[src/rtl/div_pkg.sv]
// Shared types and constants for the M-extension divide front end.
// Holds the op encoding, the FSM state set and the special-case constants.
package div_pkg;

  typedef enum logic [1:0] {
    OP_DIV  = 2'd0,
    OP_DIVU = 2'd1,
    OP_REM  = 2'd2,
    OP_REMU = 2'd3
  } div_op_e;

  typedef enum logic [1:0] {
    S_IDLE  = 2'd0,
    S_ISSUE = 2'd1,
    S_WAIT  = 2'd2,
    S_RESP  = 2'd3
  } div_state_e;

  localparam logic [31:0] DIV0_QUOT = 32'hFFFF_FFFF;
  localparam logic [31:0] INT_MIN   = 32'h8000_0000;

endpackage

[src/rtl/div_special_detect.sv]
// Flags operand pairs the core must not see: divide by zero and signed overflow.
// Ports: op_i, a_i, b_i in; is_special_o, special_result_o out (combinational).
module div_special_detect
  import div_pkg::*;
(
  input  logic [1:0]  op_i,
  input  logic [31:0] a_i,
  input  logic [31:0] b_i,
  output logic        is_special_o,
  output logic [31:0] special_result_o
);

  div_op_e op;
  logic    b_zero;
  logic    ovf;

  assign op     = div_op_e'(op_i);
  assign b_zero = (b_i == 32'd0);
  // INT_MIN / -1 only overflows for the signed variants
  assign ovf    = (op == OP_DIV || op == OP_REM) &&
                  (a_i == INT_MIN) && (b_i == 32'hFFFF_FFFF);

  always_comb begin
    is_special_o     = b_zero | ovf;
    special_result_o = 32'd0;
    if (b_zero) begin
      special_result_o = (op == OP_DIV || op == OP_DIVU) ? DIV0_QUOT : a_i;
    end else if (ovf) begin
      special_result_o = (op == OP_DIV) ? INT_MIN : 32'd0;
    end
  end

endmodule

[src/rtl/div_op_frontend.sv]
// DIV/DIVU/REM/REMU front end: sign handling and special cases around an
// unsigned core. Ports: in_* request, core_* core req/rsp, out_* result.
module div_op_frontend
  import div_pkg::*;
#(
  parameter int TAG_W = 5
) (
  input  logic             clk,
  input  logic             rst,
  input  logic             in_valid,
  output logic             in_ready,
  input  logic [1:0]       in_op,
  input  logic [31:0]      in_a,
  input  logic [31:0]      in_b,
  input  logic [TAG_W-1:0] in_tag,
  output logic             core_valid,
  input  logic             core_ready,
  output logic [31:0]      core_dividend,
  output logic [31:0]      core_divisor,
  input  logic             core_rsp_valid,
  output logic             core_rsp_ready,
  input  logic [31:0]      core_quotient,
  input  logic [31:0]      core_remainder,
  output logic             out_valid,
  input  logic             out_ready,
  output logic [31:0]      out_result,
  output logic [TAG_W-1:0] out_tag
);

  div_state_e       state_q, state_d;
  div_op_e          op_q, op_d;
  logic [TAG_W-1:0] tag_q, tag_d;
  logic             sa_q, sa_d;
  logic             sb_q, sb_d;
  logic [31:0]      dvd_q, dvd_d;
  logic [31:0]      dvs_q, dvs_d;
  logic [31:0]      res_q, res_d;

  div_op_e     in_op_e;
  logic        signed_op;
  logic        is_special;
  logic [31:0] special_result;

  assign in_op_e   = div_op_e'(in_op);
  assign signed_op = (in_op_e == OP_DIV) || (in_op_e == OP_REM);

  div_special_detect u_special (
    .op_i             (in_op),
    .a_i              (in_a),
    .b_i              (in_b),
    .is_special_o     (is_special),
    .special_result_o (special_result)
  );

  always_comb begin
    state_d = state_q;
    op_d    = op_q;
    tag_d   = tag_q;
    sa_d    = sa_q;
    sb_d    = sb_q;
    dvd_d   = dvd_q;
    dvs_d   = dvs_q;
    res_d   = res_q;
    case (state_q)
      S_IDLE: begin
        if (in_valid) begin
          op_d  = in_op_e;
          tag_d = in_tag;
          sa_d  = in_a[31] & signed_op;
          sb_d  = in_b[31] & signed_op;
          // negating INT_MIN wraps back to INT_MIN, its own magnitude
          dvd_d = sa_d ? (~in_a + 32'd1) : in_a;
          dvs_d = sb_d ? (~in_b + 32'd1) : in_b;
          if (is_special) begin
            res_d   = special_result;
            state_d = S_RESP;
          end else begin
            state_d = S_ISSUE;
          end
        end
      end
      S_ISSUE: begin
        if (core_ready) state_d = S_WAIT;
      end
      S_WAIT: begin
        if (core_rsp_valid) begin
          if (op_q == OP_DIV || op_q == OP_DIVU) begin
            res_d = (sa_q ^ sb_q) ? (~core_quotient + 32'd1) : core_quotient;
          end else begin
            // remainder takes the dividend's sign
            res_d = sa_q ? (~core_remainder + 32'd1) : core_remainder;
          end
          state_d = S_RESP;
        end
      end
      S_RESP: begin
        if (out_ready) state_d = S_IDLE;
      end
      default: state_d = S_IDLE;
    endcase
  end

  always_ff @(posedge clk) begin
    if (rst) begin
      state_q <= S_IDLE;
      op_q    <= OP_DIV;
      tag_q   <= '0;
      sa_q    <= 1'b0;
      sb_q    <= 1'b0;
      dvd_q   <= 32'd0;
      dvs_q   <= 32'd0;
      res_q   <= 32'd0;
    end else begin
      state_q <= state_d;
      op_q    <= op_d;
      tag_q   <= tag_d;
      sa_q    <= sa_d;
      sb_q    <= sb_d;
      dvd_q   <= dvd_d;
      dvs_q   <= dvs_d;
      res_q   <= res_d;
    end
  end

  // held low while reset is asserted so nothing is taken during reset
  assign in_ready       = (state_q == S_IDLE) & ~rst;
  assign core_valid     = (state_q == S_ISSUE);
  assign core_rsp_ready = (state_q == S_WAIT);
  assign out_valid      = (state_q == S_RESP);
  assign core_dividend  = dvd_q;
  assign core_divisor   = dvs_q;
  assign out_result     = res_q;
  assign out_tag        = tag_q;

endmodule

[config.mk]
export PLATFORM = sky130hd
export DESIGN_NAME = div_op_frontend
export DESIGN_NICKNAME = d
export VERILOG_FILES = /design/src/rtl/div_pkg.sv /design/src/rtl/div_special_detect.sv /design/src/rtl/div_op_frontend.sv
export SDC_FILE = /design/constraint.sdc
export NUM_CORES = 1
export LEC_CHECK = 0
export ABC_AREA = 1
export BUFFER_PORTS_ARGS = -buffer_cell sky130_fd_sc_hd__buf_2
export CAP_MARGIN = 20
export CORE_MARGIN = 4
export CORE_UTILIZATION = 50
export DETAILED_ROUTE_END_ITERATION = 12
export PLACE_DENSITY = 0.77
export REMOVE_ABC_BUFFERS = 1
export SETUP_SLACK_MARGIN = 0.2
export SLEW_MARGIN = 10
export SYNTH_ARGS = -nofsm -noshare
export SYNTH_HDL_FRONTEND = slang
export SYNTH_SLANG_ARGS = --single-unit
[constraint.sdc]
create_clock -name clk -period 5.7 [get_ports clk]
set_clock_uncertainty 0.15 [all_clocks]
set_input_delay 0 -clock clk [delete_from_list [all_inputs] [get_ports clk]]
set_output_delay 0 -clock clk [all_outputs]
set_load 0.01 [all_outputs]
==> out/metrics.csv, run 1 <==
stage,metric,value,unit
run_status,status,"finished, violations left",
run_status,failing checks,negative hold slack,
clock_network,CTS H-Tree Depth,3,
die,CORE AREA,17200,um^2
yosys,syn_area_per_cell,5.56,um^2
cells_and_area,area grow syn2layout,26.3,%
clock_network,CTS tree,done,
critical_path,Critical Path Start,state_q[0],
power_and_ir_drop,peak supply drop,0.194,mV
timing,worst hold margin,-11.1,ps
route,Initial DRC Count,1257,
clock_network,CTS sink count,106,
yosys,area fraction of the dominant cell type after synthesis,24.2,%
clock_network,CTS buffer count,9,
clock_network,clk buf depth,2,
die,die span in y,140,um
global_route,GR Overflow Total,0,
clock_network,post-CTS sizing,0,
clock_network,clock latency at the later pin of the worst-skew pair,360,ps
die,boundary pin count,246,
global_route,Global Route Usage Sum,31.0,%
yosys,biggest area consumer among synthesized cells,dfxtp_1,
route,routed length per instance,15.5,um
route,drt first pass iters,7,
die,Initial Util,50.9,%
die,number of cell rows,48,
yosys,Mapped Area,8770,um^2
critical_path,Worst setup SP type,register,
critical_path,reg-to-reg setup timing slack,1930,ps
timing,Achievable Freq,265,MHz
route,Via-to-Cell Ratio,5.39,
critical_path,crit-path cells,"inv_1, ha_1, buf_4, inv_1, o22ai_1, a221oi_1, dlygate4sd3_1, a31oi_1, dlygate4sd3_1",
critical_path,"slowest stage cell, crit path",inv_1,
yosys,Netlist cell types,41,
route,Detail Route Antenna Nets,0,
cells_and_area,post-route cell area,11100,um^2
critical_path,Reg-to-Reg Start,state_q[0],
place,Detail Placement HPWL,23800,um
yosys,top post-synthesis cells by area,"dfxtp_1 24%, nand2_1 17%, nor2_1 15%",
cells_and_area,area occupied by multi-input gates,5670,um^2
timing,pins over their slew limit,0,
yosys,Yosys reg bits,106,
route,routed wire length,32100,um
flow_run,max-cap viol count,0,
clock_network,"Reg clk slew, reported paths",80,ps
die,Die Wd,140,um
timing,fin crit period,3770,ps
critical_path,critical path endpoint category,register,
place,port bufs,245,
cells_and_area,register area,2120,um^2
critical_path,worst reg2reg path depth,9,
timing,Least-Margin Pin Slew,1080,ps
yosys,"Seq/Total Area, Yosys",24.2,%
route,# DRC,0,
timing,slew margin rel.,28.0,%
cells_and_area,nets@finish,2000,
critical_path,crit-path max cell delay,680,ps
place,DP Area,10000,um^2
timing,Fin Setup TNS,0,ps
worst_hold_path,Hold WC Path Type,in -> reg,
timing,fin crit share,66.2,%
power_and_ir_drop,leak pwr,0.00563,uW
yosys,cell count after synthesis,1577,
timing,"Hold Vio Cnt, Final",1,
place,GPL Wtd Cong,0.962,
route,Via Count,11200,
critical_path,"Max FO, Critical Path",38,
global_route,largest net degree at the start of global routing,68,
critical_path,CP Class,reg -> reg,
timing,RSZ-0062 raised after global routing,no,
power_and_ir_drop,Design Power,3840,uW
critical_path,crit path capture,state_q[1],
critical_path,reg-to-reg endpoint,state_q[1],
global_route,initial antenna violation count,0,
global_route,vias in the first global route,9875,
timing,final setup violation count,0,
die,die footprint,19700,um^2
critical_path,arrival time worst endpoint,3870,ps
global_route,first-pass GRT wire length,50200,um
clock_network,Root Driver,clkbuf_16,
cells_and_area,fraction of layout cells with a size suffix above 1,15.6,%
power_and_ir_drop,power per cell area,347,nW/um^2
critical_path,worst endpoint required time,5800,ps
cells_and_area,Fill cells,1674,
yosys,YS warnings,0,
[state kept, by name (all words and copies together) (netlist names)]
signal,cells
core_dividend,32
sb_q,1
sa_q,1
out_result,32
core_divisor,32
state_q,2
out_tag,5
op_q,1
[synth_stat cells]
| library cell | n |
|---|---|
| a21oi_1 | 62 |
| o22ai_1 | 4 |
| nor2_8 | 1 |
| buf_2 | 6 |
| clkinv_2 | 1 |
| nand3_2 | 1 |
| nand4_1 | 20 |
| o21bai_1 | 4 |
| clkinv_1 | 2 |
| nor3_1 | 11 |
| and3_1 | 1 |
| a21o_1 | 1 |
| buf_1 | 10 |
| o21ai_1 | 14 |
| nor2_2 | 6 |
| nor2_1 | 348 |
| nand3b_1 | 2 |
| nand3_1 | 130 |
| o31ai_1 | 1 |
| dfxtp_1 | 106 |
| ha_1 | 10 |
| xnor2_1 | 8 |
| xnor2_2 | 1 |
| o221ai_1 | 13 |
| inv_1 | 177 |
| buf_6 | 5 |
| o211ai_1 | 26 |
| a211oi_1 | 2 |
| nand2_1 | 391 |
| nor3b_1 | 1 |
| clkbuf_1 | 45 |
| buf_4 | 1 |
| and2_1 | 1 |
| nand2_2 | 1 |
| nor2_4 | 2 |
| nand3_4 | 2 |
| xor2_1 | 26 |
| a31oi_1 | 4 |
| o21ai_0 | 125 |
| a221oi_1 | 1 |
| or2_2 | 4 |
[worst min path at each step]
stage	startpoint	to	slack [ps]	cells past startpoint
floorplan	rst	in_ready	-100	1
global placement	in_tag[0]	out_tag[0]	100	3
detailed placement	in_tag[0]	out_tag[0]	110	3
CTS	in_op[0]	core_dividend[31]	0.2	5
global route	in_op[0]	core_dividend[31]	50	5
finish	in_op[0]	core_dividend[31]	-10	5
[cell type report]
| cell class | count | share of cell area, % |
|---|---|---|
| multi-input combinational | 1224 | 51.2 |
| sequential | 106 | 19.2 |
| timing repair buffer | 328 | 18.4 |
| inverter | 180 | 6.11 |
| tap | 225 | 2.54 |
| clock buffer | 9 | 2.03 |
| clock inverter | 7 | 0.587 |
| antenna | 1 | 0.0226 |
[metal layers]
layer  wire length, um  GRT usage, %  up-vias
li1                  -             -     5606
met1             13600          41.7     4950
met2             14700          50.6      547
met3              2560          4.06      100
met4              1300          11.8        0
met5                 0             0        -
[timing repair]
action | in CTS | in global routing
hold endpoints to repair | 78 | 0
hold buffers | 74 | 0
endpoints found under the setup margin | 0 | 0
buffers inserted | 0 | 0
[cells by family (layout without fill, tap and decap cells)]
kind of cell	count (synthesis)	count (layout)	share of synthesized area [%]
fa+ha+maj	10	10	1.43
simple gates	922	922	43.3
buf+inv	247	524	11.1
other cells	0	1	0
xor+xnor	35	35	3.58
compound gates	257	257	16.4
flops	106	106	24.2
[cell usage in the layout, fill, tap and decap left out, types with 20 or more instances in the layout]
| cell | Yosys | final |
|---|---|---|
| xor2_1 | 26 | 26 |
| inv_1 | 177 | 176 |
| nor2_1 | 348 | 348 |
| nand2_1 | 391 | 391 |
| o21ai_0 | 125 | 125 |
| dfxtp_1 | 106 | 106 |
| nand4_1 | 20 | 20 |
| dlygate4sd3_1 | 0 | 74 |
| nand3_1 | 130 | 130 |
| buf_2 | 6 | 245 |
| a21oi_1 | 62 | 62 |
| o211ai_1 | 26 | 26 |
[worst max-delay path, delay by kind of cell (launching register included)]
kind,cells,cell delay (ps)
buf+inv,5,2230
compound gates,3,670
fa+ha+maj,1,200
flops,1,390
[per-stage QoR]
stage          instances  hold WS [ps]  worst slack (ps)  util [%]
6_report            2080         -11.1              1930      64.3
2_1_floorplan       1510          -102              2130         -
5_1_grt             2079          49.8              1690      64.2
3_5_place_dp        1989           109              2280      58.3
3_3_place_gp        1989          99.4              2400      58.3
4_1_cts             2079         0.246              2040      64.2
[report_power, final]
group,switching [uW],internal [uW]
combinational,1390,713
clock,315,309
sequential,145,972
total,1850,1990
Note: power is estimated with default switching activity, not from simulation.
==> run 2: changes to the inputs <==
--- a/config.mk
+++ b/config.mk
@@ -9,9 +9,9 @@
 export BUFFER_PORTS_ARGS = -buffer_cell sky130_fd_sc_hd__buf_2
 export CAP_MARGIN = 20
 export CORE_MARGIN = 4
-export CORE_UTILIZATION = 50
+export CORE_UTILIZATION = 49
 export DETAILED_ROUTE_END_ITERATION = 12
-export PLACE_DENSITY = 0.77
+export PLACE_DENSITY = 0.79
 export REMOVE_ABC_BUFFERS = 1
 export SETUP_SLACK_MARGIN = 0.2
 export SLEW_MARGIN = 10
==> constraint.sdc (replaced) <==
create_clock -name clk -period 3.19 [get_ports clk]
set_clock_uncertainty 0.15 [all_clocks]
set_input_delay 0 -clock clk [delete_from_list [all_inputs] [get_ports clk]]
set_output_delay 0 -clock clk [all_outputs]
set_load 0.01 [all_outputs]
==> run 2 against run 1 <==
Net effect:
- the run now ends clean
- via count down 0.17%
- clock-buffer cell count up 2
- cell area up 0.64%
- sequential power up 78%
- register-to-register slack worse by 1200 ps
- die area up 1.9%
- wire length up 2.1%
- worst setup slack worse by 1400 ps
- combinational power up 83%
- highest routed layer unchanged
==> out/metrics.csv, run 2 (synthesis results as in run 1) <==
stage,metric,value,unit
global_route,largest net degree at the start of global routing,48,
power_and_ir_drop,net load switching power,3310,uW
place,GPL Wtd Cong,0.981,
critical_path,critical path's most frequent cell,nor2_1,
global_route,Global Route Usage Sum,31.3,%
route,# DRC,0,
timing,fin crit period,2690,ps
power_and_ir_drop,clock power share,15.7,%
critical_path,CP Class,in -> reg,
global_route,vias in the first global route,10100,
critical_path,critical path endpoint category,register,
critical_path,arrival time worst endpoint,2840,ps
place,DP Area,10100,um^2
power_and_ir_drop,Logic pwr share,55.5,%
cells_and_area,final core area utilization,64.0,%
power_and_ir_drop,switching part of the total,47.8,%
clock_network,CTS H-Tree Depth,3,
route,drt first pass iters,6,
power_and_ir_drop,Seq pwr share,28.8,%
die,number of cell rows,48,
critical_path,Reg-to-Reg Start,state_q[1],
timing,Least-Margin Pin Slew,967,ps
cells_and_area,fraction of layout cells with a size suffix above 1,16.0,%
global_route,initial antenna violation count,1,
clock_network,CTS buffer count,9,
power_and_ir_drop,Int Power,3620,uW
clock_network,CTS sink count,106,
timing,slew margin rel.,35.1,%
power_and_ir_drop,peak supply drop,0.464,mV
cells_and_area,Fill cells,1643,
clock_network,clk buf depth,2,
critical_path,Critical Path Start,in_b[21],
cells_and_area,post-route cell area,11100,um^2
critical_path,"slowest stage cell, crit path",nor2_1,
power_and_ir_drop,power per cell area,621,nW/um^2
timing,"Hold Vio Cnt, Final",0,
timing,final setup violation count,0,
cells_and_area,"most common cell after layout, fill and taps aside",nand2_1,
die,boundary pin count,246,
route,Initial DRC Count,1089,
cells_and_area,nets@finish,2007,
timing,pins over their slew limit,0,
die,die span in y,142,um
critical_path,crit-path cells,"dlygate4sd3_1, buf_2, nor2_1, nand3_1, inv_1, nand3_1, nor2_1, o21ai_0, o21ai_0, nor2_1, nor2_1",
place,Detail Placement HPWL,24800,um
global_route,first-pass GRT wire length,51400,um
clock_network,"Reg clk slew, reported paths",80,ps
die,Die Wd,142,um
critical_path,worst reg2reg path depth,8,
run_status,status,completed,
critical_path,cell family with most CP delay,simple AND/OR/NAND/NOR gates,
critical_path,crit path capture,out_result[13],
clock_network,Root Driver,clkbuf_16,
worst_hold_path,Hold WC Path Type,in -> reg,
timing,fin crit share,84.4,%
critical_path,reg-to-reg endpoint,core_dividend[31],
place,placed instance count,1998,
die,CORE AREA,17400,um^2
clock_network,CTS tree,done,
timing,worst hold margin,8.92,ps
route,routed wire length,32800,um
critical_path,"Max FO, Critical Path",16,
route,routed length per instance,15.7,um
cells_and_area,"commonest cells after routing, fill and taps aside","391 x nand2_1, 348 x nor2_1, 245 x buf_2",
die,die footprint,20100,um^2
cells_and_area,register area,2120,um^2
critical_path,crit-path max cell delay,620,ps
power_and_ir_drop,leak pwr,0.00567,uW
critical_path,Buf/Inv on CP,3,
route,Via Count,11200,
route,Detail Route Antenna Nets,0,
cells_and_area,Non-Filler Instances,2087,
timing,Achievable Freq,371,MHz
cells_and_area,area grow syn2layout,27.1,%
critical_path,worst endpoint required time,3330,ps
power_and_ir_drop,Design Power,6920,uW
global_route,GR Overflow Total,0,
critical_path,reg-to-reg setup timing slack,690,ps
clock_network,clock latency at the later pin of the worst-skew pair,360,ps
timing,RSZ-0062 raised after global routing,no,
flow_run,max-cap viol count,0,
critical_path,Worst setup SP type,input pin,
route,Via-to-Cell Ratio,5.36,
place,port bufs,245,
die,Initial Util,50.3,%
critical_path,instance count on the critical path,11,
cells_and_area,area occupied by multi-input gates,5670,um^2
[run 2: layout make-up]
class | instances | area share, %
Multi-Input combinational cell | 1224 | 50.9
Sequential cell | 106 | 19.0
Timing Repair Buffer | 335 | 18.9
Inverter | 180 | 6.13
Tap cell | 225 | 2.53
Clock buffer | 11 | 2.09
Clock inverter | 5 | 0.404
Antenna cell | 1 | 0.0224
[run 2: stage by stage]
stage          worst slack (ps)  TNS, ps
2_1_floorplan              -384   -13450
4_1_cts                     294        0
6_report                    497        0
5_1_grt                     234        0
3_3_place_gp                613        0
3_5_place_dp                473        0
[run 2: worst min path at each step]
| stage | startpoint | endpoint | slack, ps | depth (start not counted) |
|---|---|---|---|---|
| final | in_b[24] | core_divisor[24] | 9 | 5 |
| after global routing | in_op[0] | core_divisor[31] | 50 | 5 |
| after CTS | out_ready | state_q[0] | 10 | 5 |
| after detailed placement | in_tag[2] | out_tag[2] | 100 | 3 |
| after global placement | in_tag[4] | out_tag[4] | 100 | 3 |
| after floorplan | rst | in_ready | -100 | 1 |
[run 2: what timing repair did]
action	CTS	global route
gates resized for setup	0	4
hold buffers	72	0
endpoints found under the hold margin	76	0
endpoints found under the setup margin	0	32
buffers inserted	0	0
[run 2: layer usage]
metal	GRT usage, %	up-vias	part of all wire (%)
li1	-	5601	-
met1	41.9	4945	42
met2	51.1	541	46
met3	3.61	97	7.9
met4	12.9	0	4.0
met5	0	-	0
[run 2: worst register-to-register path, cell delays in order (launching register included)]
cell and delay [ps]:
dfxtp_1 340, inv_1 110, ha_1 220, nand2_1 110, inv_2 460, buf_12 260, nand3_1 90, dlygate4sd3_1 570
a21oi_1 120
[run 2: power by group through the flow]
stage,Clock [uW],Sequential [uW],Combinational (uW)
floorplan,0,2200,2050
global placement,0,2000,3600
detailed placement,0,2000,3670
CTS,1100,1980,3770
global route,1150,2030,4260
finish,1090,1990,3840
